### config.mk
export PLATFORM = sky130hd
export DESIGN_NAME = vend_disp_seq
export DESIGN_NICKNAME = d
export VERILOG_FILES = /design/src/rtl/vend_disp_seq.sv
export SDC_FILE = /design/constraint.sdc
export NUM_CORES = 1
export LEC_CHECK = 0
export CAP_MARGIN = 20
export CORE_MARGIN = 2
export CORE_UTILIZATION = 31
export CTS_BUF_LIST = sky130_fd_sc_hd__clkbuf_8
export CTS_CLUSTER_DIAMETER = 150
export DETAILED_ROUTE_END_ITERATION = 8
export PLACE_DENSITY = 0.6
export SLEW_MARGIN = 20
export SYNTH_ARGS = -nofsm -noshare
export SYNTH_HDL_FRONTEND = slang
export SYNTH_SLANG_ARGS = --single-unit
export TNS_END_PERCENT = 20
### constraint.sdc
create_clock -name clk -period 3.6 [get_ports clk]
set_input_delay 0.72 -clock clk [delete_from_list [all_inputs] [get_ports clk]]
set_output_delay 0.72 -clock clk [all_outputs]
set_load 0.05 [all_outputs]
### src/rtl/vend_disp_seq.sv
// vend_disp_seq: seven-segment display manager for the vending machine.
// In normal mode it shows the credit in hex, optionally blanking leading zeros.
// Each event pulse is latched in a per-channel pending mask. Latched events are
// shown in turn, lowest channel first, for HOLD_CYC cycles each.
//
// Ports:
//   clk      rising-edge clock
//   reset    synchronous, active-low reset
//   evt      event request levels; a 0->1 transition requests a display
//   credit   credit value as packed nibbles; the MS nibble is the leftmost digit
//   seg      registered segments; digit k is at [7k+6:7k], bit0=a..bit6=g
//   busy     1 while an event code is being shown
//   cur_evt  one-hot channel being shown, 0 when idle
//   pending  requests latched but not yet shown
module vend_disp_seq #(
  parameter int unsigned NDIG     = 2,
  parameter int unsigned NEVT     = 5,
  parameter int unsigned HOLD_CYC = 6,
  parameter int unsigned LZB      = 1
) (
  input  logic                 clk,
  input  logic                 reset,
  input  logic [NEVT-1:0]      evt,
  input  logic [4*NDIG-1:0]    credit,
  output logic [7*NDIG-1:0]    seg,
  output logic                 busy,
  output logic [NEVT-1:0]      cur_evt,
  output logic [NEVT-1:0]      pending
);

  localparam int unsigned SW  = 7 * NDIG;
  localparam int unsigned HCW = (HOLD_CYC > 1) ? $clog2(HOLD_CYC) : 1;
  localparam logic [HCW-1:0] HOLD_LOAD = HCW'(HOLD_CYC - 1);

  localparam logic [0:0] S_IDLE = 1'b0;
  localparam logic [0:0] S_SHOW = 1'b1;

  // Hex digit to active-high segments (bit0=a .. bit6=g).
  function automatic logic [6:0] hex7(input logic [3:0] n);
    logic [6:0] s;
    case (n)
      4'h0: s = 7'h3F;  4'h1: s = 7'h06;  4'h2: s = 7'h5B;  4'h3: s = 7'h4F;
      4'h4: s = 7'h66;  4'h5: s = 7'h6D;  4'h6: s = 7'h7D;  4'h7: s = 7'h07;
      4'h8: s = 7'h7F;  4'h9: s = 7'h6F;  4'hA: s = 7'h77;  4'hB: s = 7'h7C;
      4'hC: s = 7'h39;  4'hD: s = 7'h5E;  4'hE: s = 7'h79;  default: s = 7'h71;
    endcase
    return s;
  endfunction

  logic [0:0]      state_q, state_d;
  logic [NEVT-1:0] pending_q, pending_d;
  logic [NEVT-1:0] cur_evt_q, cur_evt_d;
  logic [HCW-1:0]  hold_cnt_q, hold_cnt_d;
  logic [NEVT-1:0] evt_d_q, evt_d_d;
  logic [SW-1:0]   seg_q, seg_d;
  logic            busy_q, busy_d;

  logic [NEVT-1:0] rise_c;
  logic [NEVT-1:0] grant_c;
  logic            accept_c;
  logic [3:0]      code_c;
  logic            seen_nz_c;
  logic [3:0]      nib_c;

  // State register; reset discards in-flight and pending events.
  always_ff @(posedge clk) begin
    if (!reset) begin
      state_q    <= S_IDLE;
      pending_q  <= '0;
      cur_evt_q  <= '0;
      hold_cnt_q <= '0;
      evt_d_q    <= '0;
      seg_q      <= '0;
      busy_q     <= 1'b0;
    end else begin
      state_q    <= state_d;
      pending_q  <= pending_d;
      cur_evt_q  <= cur_evt_d;
      hold_cnt_q <= hold_cnt_d;
      evt_d_q    <= evt_d_d;
      seg_q      <= seg_d;
      busy_q     <= busy_d;
    end
  end

  // Rising-edge detect and lowest-index-first arbitration over registered pending.
  assign rise_c  = evt & ~evt_d_q;
  assign grant_c = pending_q & (~pending_q + NEVT'(1));

  // Next-state logic: sequencing, pending bookkeeping, busy.
  always_comb begin
    state_d    = state_q;
    cur_evt_d  = cur_evt_q;
    hold_cnt_d = hold_cnt_q;
    accept_c   = 1'b0;
    evt_d_d    = evt;

    case (state_q)
      S_IDLE: begin
        if (|pending_q) begin
          state_d  = S_SHOW;
          accept_c = 1'b1;
        end
      end
      S_SHOW: begin
        if (hold_cnt_q != '0) begin
          hold_cnt_d = hold_cnt_q - HCW'(1);
        end else if (|pending_q) begin
          accept_c = 1'b1;
        end else begin
          state_d   = S_IDLE;
          cur_evt_d = '0;
        end
      end
      default: begin
        state_d   = S_IDLE;
        cur_evt_d = '0;
      end
    endcase

    if (accept_c) begin
      cur_evt_d  = grant_c;
      hold_cnt_d = HOLD_LOAD;
    end

    // A rise on the channel granted this cycle re-sets its bit, so it replays.
    pending_d = (pending_q & ~(accept_c ? grant_c : '0)) | rise_c;
    busy_d    = (state_d == S_SHOW);
  end

  // Segment source from the current state: event code or credit.
  always_comb begin
    seg_d     = '0;
    code_c    = '0;
    seen_nz_c = 1'b0;
    nib_c     = '0;

    for (int i = 0; i < int'(NEVT); i++) begin
      if (cur_evt_q[i]) code_c = code_c | 4'(10 + i);
    end

    if (state_q == S_SHOW) begin
      for (int k = 0; k < int'(NDIG); k++) begin
        seg_d[7*k +: 7] = hex7(code_c);
      end
    end else begin
      // Walk from the MS digit down; a zero is blanked until a nonzero is seen.
      for (int k = int'(NDIG) - 1; k >= 0; k--) begin
        nib_c = credit[4*k +: 4];
        if ((nib_c != 4'h0) || (k == 0) || (LZB == 0) || seen_nz_c) begin
          seg_d[7*k +: 7] = hex7(nib_c);
        end
        if (nib_c != 4'h0) seen_nz_c = 1'b1;
      end
    end
  end

  assign seg     = seg_q;
  assign busy    = busy_q;
  assign cur_evt = cur_evt_q;
  assign pending = pending_q;

endmodule

==> metrics.md, run 1 <==
| Metric | Value |
|---|---|
| Status | finished, final reports clean |
| Drt first pass iters | 4 |
| Final slew viol count | 0 |
| Sequential area share after synthesis | 0.341 |
| Util after Layout | 0.417 |
| VDD IR max | around 0.00023 V |
| Count of unique library cells instantiated by Yosys | 44 |
| Switching Fraction | 0.354 |
| Syn nets | between 200 and 300 |
| CP startpoint kind | flip-flop |
| Comb pwr share | 0.335 |
| Worst setup EP type | output pin |
| Worst slew pin tran | a little over 500 ps |
| Multi-input gate area | roughly 0.0012 mm^2 |
| Fin Setup TNS | 0 ps |
| Worst skew pair latency | 290 ps |
| First-pass GRT wire length | 7.52 mm |
| Detail Route Antenna Nets | 0 |
| EDFF count, synth | 0 |
| Most common cell after layout, fill and taps aside | clkdlybuf4s50_1 |
| DRT Wirelength | approximately 4.5 mm |
| Fmax | roughly 0.41 GHz |
| Top delay family on crit path | buffers and inverters |
| Fill count | just under 600 |
| Setup slack, reg-to-reg | 1830 ps |
| Wire per inst | about 13 um |
| Wl on met1 | a little over 2 mm |
| Die width | ~83 um |
| Clock network power share | 0.299 |
| Met3 routed WL | about 240 um |
| Layout cells sized above 1 | 0.0805 |
| Final clock skew | between 8 and 9 ps |
| Clock Pin Slew Worst Setup and Hold Paths | approximately 80 ps |
| Total grt overflow | 0 |
| Root Driver | clkbuf_8 |
| Syn Inst Count | around 220 |
| Final worst-path cycle share | 0.683 |
| WP buf/inv | 1 |
| CP Max Fanout | 12 |
| Post-layout min period | 2460 ps |
| Post-synthesis area per instance | 8.65 um^2 |
| Final setup fails | 0 |
| CTS Buf Count | 5 |
| Starting density of the core | 0.323 |
| # hold bufs at CTS | 0 |
| Setup CP Type | flip-flop to output pin |
| Final HPWL DP | approximately 3.4 mm |
| Vias in the first global route | between 1500 and 2000 |
| GRT Util Overall | 0.131 |
| Port bufs | 39 |
| Hold WC Path Type | flip-flop to flip-flop |
| Biggest area consumer among synthesized cells | dfxtp_1 |
| Maxcap violations | 0 |
| Yosys warnings | 0 |
| Nets | roughly 300 |
| Die Y | between 80 and 90 um |
| Drt via density | roughly 5.2 |
| DP Area | 0.00238 mm^2 |
| PD cells | about 470 mW/mm^2 |
| Unrepaired setup endpoints after global routing | false |
| TritonCTS clock tree | yes |
| Syn Std Cell Area | 0.00194 mm^2 |
| FF+latch count, synth | 33 |
| Number of antenna violations at the first check in global routing | 0 |
| Via count | 1734 |
| Worst path max stage delay | approximately 880 ps |
| Leak Pwr | roughly 1.0 nW |
| TritonCTS Sinks | 33 |
| Synth Flop Type | dfxtp_1 |
| Worst rel slew slack | 0.653 |
| Post-CTS Setup Bufs | 0 |
| Post-synth top area share | 0.341 |
| PostCTS Resize Cnt | 0 |
| Top area cells in the synthesized netlist | dfxtp_1, ha_1, a21oi_1, inv_1, nand2_1 |
| Synth async-reset ratio | 0 |
| Design Area, Final | roughly 0.0025 mm^2 |
| Internal power | 0.759 mW |
| Sw Pwr | between 0.4 and 0.5 mW |
| Std cell rows | 28 |
| Critical path cell sequence | clkdlybuf4s50_1 |
| Core area | roughly 0.0060 mm^2 |
| N_diodes | 0 |
| CTS Buffer Depth | 2 |
| Routed length on met2 | approximately 2.1 mm |
| Layout area overhead | 28.9% |
| Flop pwr share | 0.366 |
| Post-route DRC | 0 |
| Largest net degree at the start of global routing | 29 |
| Critical-path top delay cell | clkdlybuf4s50_1 |
| CP Data Required Time | around 2900 ps |
| Most frequent cells in the layout | clkdlybuf4s50_1, dfxtp_1, ha_1, inv_1, nand2_1 |
| Die ar. | roughly 0.007 mm^2 |
| Number of H-tree levels | 2 |
| Max Used Layer | met4 |
| 1st-iter DRT viols | 37 |
| GP Congestion | 0.822 |
| Final hold violation count | 0 |
| Reg area | 661 um^2 |
| Worst Path Arrival | 1740 ps |
| IO Pins | 40 |
-- metal layers --
metal,vias to the layer above,global-route usage
li1,875,-
met1,802,0.168
met2,49,0.210
met3,8,0.0318
met4,0,0.0566
met5,-,0
-- state kept, by name, indices dropped and copies added, names as in the netlist --
| name | cells |
|---|---|
| hold_cnt_q | 3 |
| pending | 5 |
| busy | 1 |
| evt_d_q | 5 |
| seg | 14 |
| cur_evt | 5 |
-- synth_stat cells, drive strengths merged (6+ instances only) --
cell and count:
a21oi 16, buf 8, dfxtp 33, ha 21, inv 18, nand2 18, nand2b 6, nor2 13
nor3 11, o21a 8, o21ai 10
-- layout make-up --
class,instances,share of cell area
Clock buffer,5,0.0276
Clock inverter,3,0.0185
Inverter,18,0.0271
Multi-Input combinational cell,161,0.462
Sequential cell,33,0.265
Tap cell,75,0.0376
Timing Repair Buffer,41,0.162
-- path summary, 6_finish.rpt --
check	startpoint	end	cells past startpoint
worst min-delay path	evt_d_q[3]$_SDFF_PN0_	pending[3]$_SDFF_PN0_	1
worst max register to register	cur_evt[4]$_SDFFE_PN0P_	seg[10]$_SDFF_PN0_	6
worst min register to register	evt_d_q[3]$_SDFF_PN0_	pending[3]$_SDFF_PN0_	1
worst max-delay path	pending[0]$_SDFF_PN0_	pending[0]	1
-- cell families (layout without fill, tap and decap cells) --
logic type	count (synthesis)	after routing	share of synthesized area
AND/OR/NAND/NOR	67	67	0.176
multiplexers	7	7	0.0497
XOR/XNOR	1	1	0.00452
adder cells (fa/ha/maj)	21	21	0.136
AO/OA/AOI/OAI	65	65	0.230
buffers and inverters	30	67	0.0633
flip-flops	33	33	0.341
-- stage by stage --
| step | hold slack, ps | total power [mW] | cells | setup WS (ps) |
|---|---|---|---|---|
| after CTS | 435 | 1.19 | 336 | 1130 |
| after global routing | 448 | 1.24 | 336 | 1070 |
| after global placement | 410 | 0.829 | 328 | 1030 |
| final | 434 | 1.18 | 336 | 1140 |
| after detailed placement | 425 | 0.832 | 328 | 939 |
| after floorplan | 408 | 0.711 | 224 | 1660 |
-- power by group through the flow --
stage | Combinational [mW] | Clock, mW | Sequential (mW)
floorplan | 0.169 | 0 | 0.542
global placement | 0.390 | 0 | 0.440
detailed placement | 0.393 | 0 | 0.439
CTS | 0.395 | 0.363 | 0.431
global route | 0.423 | 0.377 | 0.437
finish | 0.394 | 0.351 | 0.431
(Power assumes the default switching activity.)
==> run 2: changes to the inputs <==
--- a/config.mk
+++ b/config.mk
@@ -11,7 +11,7 @@
 export CTS_BUF_LIST = sky130_fd_sc_hd__clkbuf_8
 export CTS_CLUSTER_DIAMETER = 150
 export DETAILED_ROUTE_END_ITERATION = 8
-export PLACE_DENSITY = 0.6
+export PLACE_DENSITY = 0.62
 export SLEW_MARGIN = 20
 export SYNTH_ARGS = -nofsm -noshare
 export SYNTH_HDL_FRONTEND = slang
==> constraint.sdc (replaced) <==
create_clock -name clk -period 2.2 [get_ports clk]
set_input_delay 0.44 -clock clk [delete_from_list [all_inputs] [get_ports clk]]
set_output_delay 0.44 -clock clk [all_outputs]
set_load 0.05 [all_outputs]
==> run 2 against run 1 <==
Register-to-register slack worse by 1400 ps. Critical endpoint is now pending[2]. First-iteration DRC count is 54% higher. Non-clock buffer count rose by 11. Largest cell class unchanged. Highest routed layer unchanged.
==> metrics.md, run 2 (same netlist as run 1, synthesis figures left out) <==
| Metric | Value |
|---|---|
| Comb pwr share | 0.338 (+0.003) |
| CP Data Required Time | 1760 ps (-1120 ps) |
| Drt via density | 4.97 (-3.7%) |
| Final slew viol count | 0 (unchanged) |
| Clock Pin Slew Worst Setup and Hold Paths | 70 ps (about the same) |
| CP startpoint kind | flip-flop |
| Switching Fraction | 0.355 (+0.000816) |
| Nets | 307 (+3.7%) |
| Most common cell after layout, fill and taps aside | clkdlybuf4s50_1 |
| Layout area overhead | 33.0% |
| # hold bufs at CTS | 0 (unchanged) |
| Hold WC Path Type | flip-flop to flip-flop |
| VDD IR max | 0.000404 V (+76%) |
| Dpl ws | 63.3 ps (-876 ps) |
| Root Driver | clkbuf_8 |
| Number of H-tree levels | 2 (unchanged) |
| Clock network power share | 0.300 (about the same) |
| Final HPWL DP | 3.54 mm (+5.6%) |
| Internal power | 1.25 mW (+65%) |
| TritonCTS Sinks | 33 (unchanged) |
| Layout cells sized above 1 | 0.121 (+0.0409) |
| N_diodes | 0 (unchanged) |
| Starting density of the core | 0.323 (unchanged) |
| Setup CP Type | flip-flop to output pin |
| Worst skew pair latency | 290 ps (about the same) |
| Final hold violation count | 0 (unchanged) |
| Core area | 0.00599 mm^2 (unchanged) |
| PostCTS Resize Cnt | 0 (unchanged) |
| IO Pins | 40 (unchanged) |
| Final worst-path cycle share | 0.964 |
| Die Y | 83.0 um (unchanged) |
| Critical-path top delay cell | clkdlybuf4s50_1 |
| Largest net degree at the start of global routing | 16 (-45%) |
| Die ar. | 0.00690 mm^2 (unchanged) |
| GP Congestion | 0.864 (+5.1%) |
| WP buf/inv | 1 (unchanged) |
| Sw Pwr | 0.691 mW (+66%) |
| Final worst slack | 79.9 ps (-1060 ps) |
| Fin Setup TNS | 0 ps (unchanged) |
| Post-route DRC | 0 (unchanged) |
| Port bufs | 39 (unchanged) |
| Drt first pass iters | 4 (unchanged) |
| Maxcap violations | 0 (unchanged) |
| Top delay family on crit path | buffers and inverters |
| Worst slew pin tran | 570 ps (+54.2 ps) |
| Die width | 83.0 um (unchanged) |
| Tot Pwr | 1.94 mW (+65%) |
| Final clock skew | 4.56 ps (-3.83 ps) |
| Flop pwr share | 0.362 (-0.004) |
| Leak Pwr | 1.09 nW (+5.4%) |
| Inst Count DP | 339 (+3.4%) |
| Std cell rows | 28 (unchanged) |
| CTS Buffer Depth | 2 (unchanged) |
| Worst Path Arrival | 1680 ps (-60 ps) |
| DP Area | 0.00246 mm^2 (+3.4%) |
| Final setup fails | 0 (unchanged) |
| Critical path cell sequence | clkdlybuf4s50_1 |
| CP Max Fanout | 10 (-2) |
| Worst setup EP type | output pin |
| 1st-iter DRT viols | 57 (+54%) |
| Vias in the first global route | 1616 (-0.98%) |
| Wire per inst | 13.1 um (-2.8%) |
| Unrepaired setup endpoints after global routing | false |
| Post-layout min period | roughly 2100 ps |
| Total grt overflow | 0 (unchanged) |
| CTS Buf Count | 5 (unchanged) |
| Post-CTS Setup Bufs | 0 (unchanged) |
| Worst path max stage delay | 870 ps (about the same) |
| GRT Util Overall | 0.136 (+0.00450) |
| Most frequent cells in the layout | clkdlybuf4s50_1, dfxtp_1, ha_1, inv_1, nand2_1 |
| PD cells | 755 mW/mm^2 (+60%) |
| First-pass GRT wire length | 7.70 mm (+2.4%) |
| Via count | 1724 (-0.58%) |
| DRT Wirelength | 4.53 mm (+0.33%) |
| Design Area, Final | 0.00258 mm^2 (+3.2%) |
| TritonCTS clock tree | yes |
| Fmax | 0.472 GHz |
| Max FFs per register | 14 (unchanged) |
| Detail Route Antenna Nets | 0 (unchanged) |
| Non-filler instance count after layout | 347 (+3.3%) |
| Status | finished, final reports clean |
| Worst rel slew slack | 0.616 (-0.0365) |
| Number of antenna violations at the first check in global routing | 0 (unchanged) |
## run 2: cell types whose count changed in the layout (fill, tap and decap cells not counted), sizes merged
| cell | previous run | this run |
|---|---|---|
| buf | 2 | 14 |
| clkdlybuf4s50 | 39 | 38 |
## run 2: final cells by class
cell class	count	area [um^2]
clock buffers	5	68.8
clock inverters	3	46.3
flip-flops and latches	33	661
fillers	597	3410
multi-input cells	161	1150
well taps	75	93.8
repair buffers	52	485
inverters	18	67.6
## run 2: path summary, 6_finish.rpt
path                           start                    end  slack [ps]  cells after the start
max            pending[2]$_SDFF_PN0_             pending[2]          80                      1
min            evt_d_q[3]$_SDFF_PN0_  pending[3]$_SDFF_PN0_         440                      1
max reg2reg  cur_evt[4]$_SDFFE_PN0P_     seg[10]$_SDFF_PN0_         410                      6
min reg2reg    evt_d_q[3]$_SDFF_PN0_  pending[3]$_SDFF_PN0_         440                      1
## run 2: power groups by stage
stage	Sequential (mW)	Clock [mW]	Combinational, mW
6_report	0.703	0.584	0.657
5_1_grt	0.712	0.619	0.707
4_1_cts	0.704	0.595	0.660
3_5_place_dp	0.717	0	0.658
3_3_place_gp	0.718	0	0.654
2_1_floorplan	0.887	0	0.277
## run 2: worst register-to-register path, stage by stage, from the launching register on
cell	delay [ps]
dfxtp_1	370
or3_1	440
inv_1	150
ha_1	250
mux2i_1	100
a21oi_1	250
o22ai_1	120
## run 2: layer usage
| layer | vias up | part of all wire | GRT usage |
|---|---|---|---|
| met2 | 34 | 0.46 | 0.211 |
| met4 | 0 | 0.014 | 0.0492 |
| met1 | 789 | 0.49 | 0.178 |
| met5 | - | 0 | 0 |
| li1 | 896 | - | - |
| met3 | 5 | 0.040 | 0.0398 |
## run 2: per-stage QoR
step | utilization | hold WS (ps)
2_1_floorplan | - | 408
3_3_place_gp | 0.411 | 410
3_5_place_dp | 0.411 | 422
4_1_cts | 0.430 | 438
5_1_grt | 0.430 | 446
6_report | 0.430 | 436
==> run 3: changes to the inputs <==
--- a/config.mk
+++ b/config.mk
@@ -11,7 +11,7 @@
 export CTS_BUF_LIST = sky130_fd_sc_hd__clkbuf_8
 export CTS_CLUSTER_DIAMETER = 150
 export DETAILED_ROUTE_END_ITERATION = 8
-export PLACE_DENSITY = 0.62
+export PLACE_DENSITY_LB_ADDON = 0.1
 export SLEW_MARGIN = 20
 export SYNTH_ARGS = -nofsm -noshare
 export SYNTH_HDL_FRONTEND = slang
==> run 3 against run 2 <==
Critical path type unchanged. Register-to-register slack worse by 70 ps. Clock skew up 3.2 ps. Largest power group unchanged. Wire length rose by 5.3%. Clock power hardly changed. First-iteration DRC count up 77%.
==> metrics.md, run 3 (same netlist as run 1, synthesis figures left out) <==
| Metric | Value |
|---|---|
| Unrepaired setup endpoints after global routing | false |
| Final setup fails | 0 (unchanged) |
| Worst rel slew slack | 0.635 (+0.0188) |
| Worst slew pin tran | 542 ps (-27.9 ps) |
| Critical path cell sequence | clkdlybuf4s50_1 |
| Final worst-path cycle share | 0.961 (-0.00241) |
| WP buf/inv | 1 (unchanged) |
| Post-layout min period | 2110 ps (-5.31 ps) |
| Top delay family on crit path | buffers and inverters |
| GRT Util Overall | 0.143 (+0.00769) |
| Final clock skew | 7.77 ps (+3.21 ps) |
| Number of antenna violations at the first check in global routing | 0 (unchanged) |
| Leak Pwr | 1.08 nW (-0.44%) |
| Worst path max stage delay | 870 ps (about the same) |
| Reg area | 661 um^2 (unchanged) |
| Worst Path Arrival | 1670 ps (about the same) |
| Detail Route Antenna Nets | 0 (unchanged) |
| Final hold violation count | 0 (unchanged) |
| First-pass GRT wire length | 8.04 mm (+4.4%) |
| Die ar. | 0.00690 mm^2 (unchanged) |
| Internal power | 1.25 mW (about the same) |
| Multi-input gate area | 0.00115 mm^2 (unchanged) |
| Drt first pass iters | 4 (unchanged) |
| Number of H-tree levels | 2 (unchanged) |
| TritonCTS Sinks | 33 (unchanged) |
| N_diodes | 0 (unchanged) |
| Final HPWL DP | 3.57 mm (+0.73%) |
| # hold bufs at CTS | 0 (unchanged) |
| Wire per inst | 13.8 um (+5.6%) |
| Clock Pin Slew Worst Setup and Hold Paths | 80 ps (about the same) |
| PD cells | 758 mW/mm^2 (+0.39%) |
| Worst skew pair latency | 290 ps (about the same) |
| Util after Layout | 0.429 (-0.00125) |
| Comb pwr share | 0.339 (about the same) |
| CP Data Required Time | 1760 ps (about the same) |
| Sw Pwr | 0.694 mW (+0.44%) |
| Max FFs per register | 14 (unchanged) |
| Fill count | 620 (+3.9%) |
| Std cell rows | 28 (unchanged) |
| Layout area overhead | 32.6% |
| Post-CTS Setup Bufs | 0 (unchanged) |
| Fin Setup TNS | 0 ps (unchanged) |
| Vias in the first global route | 1599 (-1.1%) |
| Switching Fraction | 0.356 (+0.00122) |
| Root Driver | clkbuf_8 |
| Post-route DRC | 0 (unchanged) |
| Core area | 0.00599 mm^2 (unchanged) |
| Port bufs | 39 (unchanged) |
| Fmax | 0.473 GHz (+0.25%) |
| Critical-path top delay cell | clkdlybuf4s50_1 |
| Via count | 1738 (+0.81%) |
| PostCTS Resize Cnt | 0 (unchanged) |
| Worst setup EP type | output pin |
| Final slew viol count | 0 (unchanged) |
| TritonCTS clock tree | yes |
| Largest net degree at the start of global routing | 19 (+3) |
| Total grt overflow | 0 (unchanged) |
| GP Congestion | 0.778 (-9.9%) |
| Drt via density | 5.02 (+1.1%) |
| Hold WS | 433 ps (-2.97 ps) |
| CTS Buffer Depth | 2 (unchanged) |
| Nets | 306 (-0.33%) |
| Flop pwr share | 0.362 (about the same) |
| Die width | 83.0 um (unchanged) |
| Most frequent cells in the layout | clkdlybuf4s50_1, dfxtp_1, ha_1, inv_1, nand2_1 |
| VDD IR max | 0.000377 V (-6.7%) |
| Clock network power share | 0.299 (about the same) |
| Most common cell after layout, fill and taps aside | clkdlybuf4s50_1 |
| 1st-iter DRT viols | 101 (+77%) |
| Starting density of the core | 0.323 (unchanged) |
| Setup CP Type | flip-flop to output pin |
| Hold WC Path Type | flip-flop to flip-flop |
| Die Y | 83.0 um (unchanged) |
| CTS Buf Count | 5 (unchanged) |
| IO Pins | 40 (unchanged) |
| Status | finished, final reports clean |
| CP startpoint kind | flip-flop |
| CP Max Fanout | 10 (unchanged) |
| DRT Wirelength | 4.77 mm (+5.3%) |
| Maxcap violations | 0 (unchanged) |
| Layout cells sized above 1 | 0.118 (-0.00324) |
run 3: changes by cell type in the layout (fill, tap and decap cells not counted):
cell / before / now
buf_4: 14 / 13
run 3: path summary, 6_finish.rpt:
path                            slack, ps  depth (start not counted)               endpoint                     from
worst max-delay path                   90                          1             pending[2]    pending[2]$_SDFF_PN0_
worst min-delay path                  430                          1  pending[3]$_SDFF_PN0_    evt_d_q[3]$_SDFF_PN0_
worst max register to register        340                          6      seg[6]$_SDFF_PN0_  cur_evt[4]$_SDFFE_PN0P_
worst min register to register        430                          1  pending[3]$_SDFF_PN0_    evt_d_q[3]$_SDFF_PN0_
run 3: layout make-up:
class | instances | share of cell area
clock buffer | 5 | 0.0268
clock inverter | 3 | 0.0180
inverter | 18 | 0.0263
multi-input combinational | 161 | 0.449
sequential | 33 | 0.257
tap | 75 | 0.0365
timing repair buffer | 51 | 0.186
run 3: stage by stage:
| stage | area, um^2 | worst slack (ps) | instances | total power, mW |
|---|---|---|---|---|
| after global routing | 2570 | 27.4 | 346 | 2.06 |
| after CTS | 2570 | 73.5 | 346 | 1.97 |
| after detailed placement | 2450 | 18.7 | 338 | 1.38 |
| final | 2570 | 85.3 | 346 | 1.95 |
| after global placement | 2450 | 68.2 | 338 | 1.38 |
| after floorplan | 1940 | 429 | 224 | 1.16 |
run 3: power groups by stage:
stage	combinational (mW)	clock, mW	sequential (mW)
floorplan	0.277	0	0.887
global placement	0.662	0	0.720
detailed placement	0.659	0	0.719
CTS	0.662	0.602	0.706
global route	0.713	0.632	0.716
finish	0.660	0.581	0.705
run 3: layer usage:
metal,part of all wire,track usage,up-vias
met5,0,0,-
met1,0.53,0.218,781
li1,-,-,892
met3,0.051,0.0348,7
met4,0.016,0.0596,0
met2,0.41,0.188,58
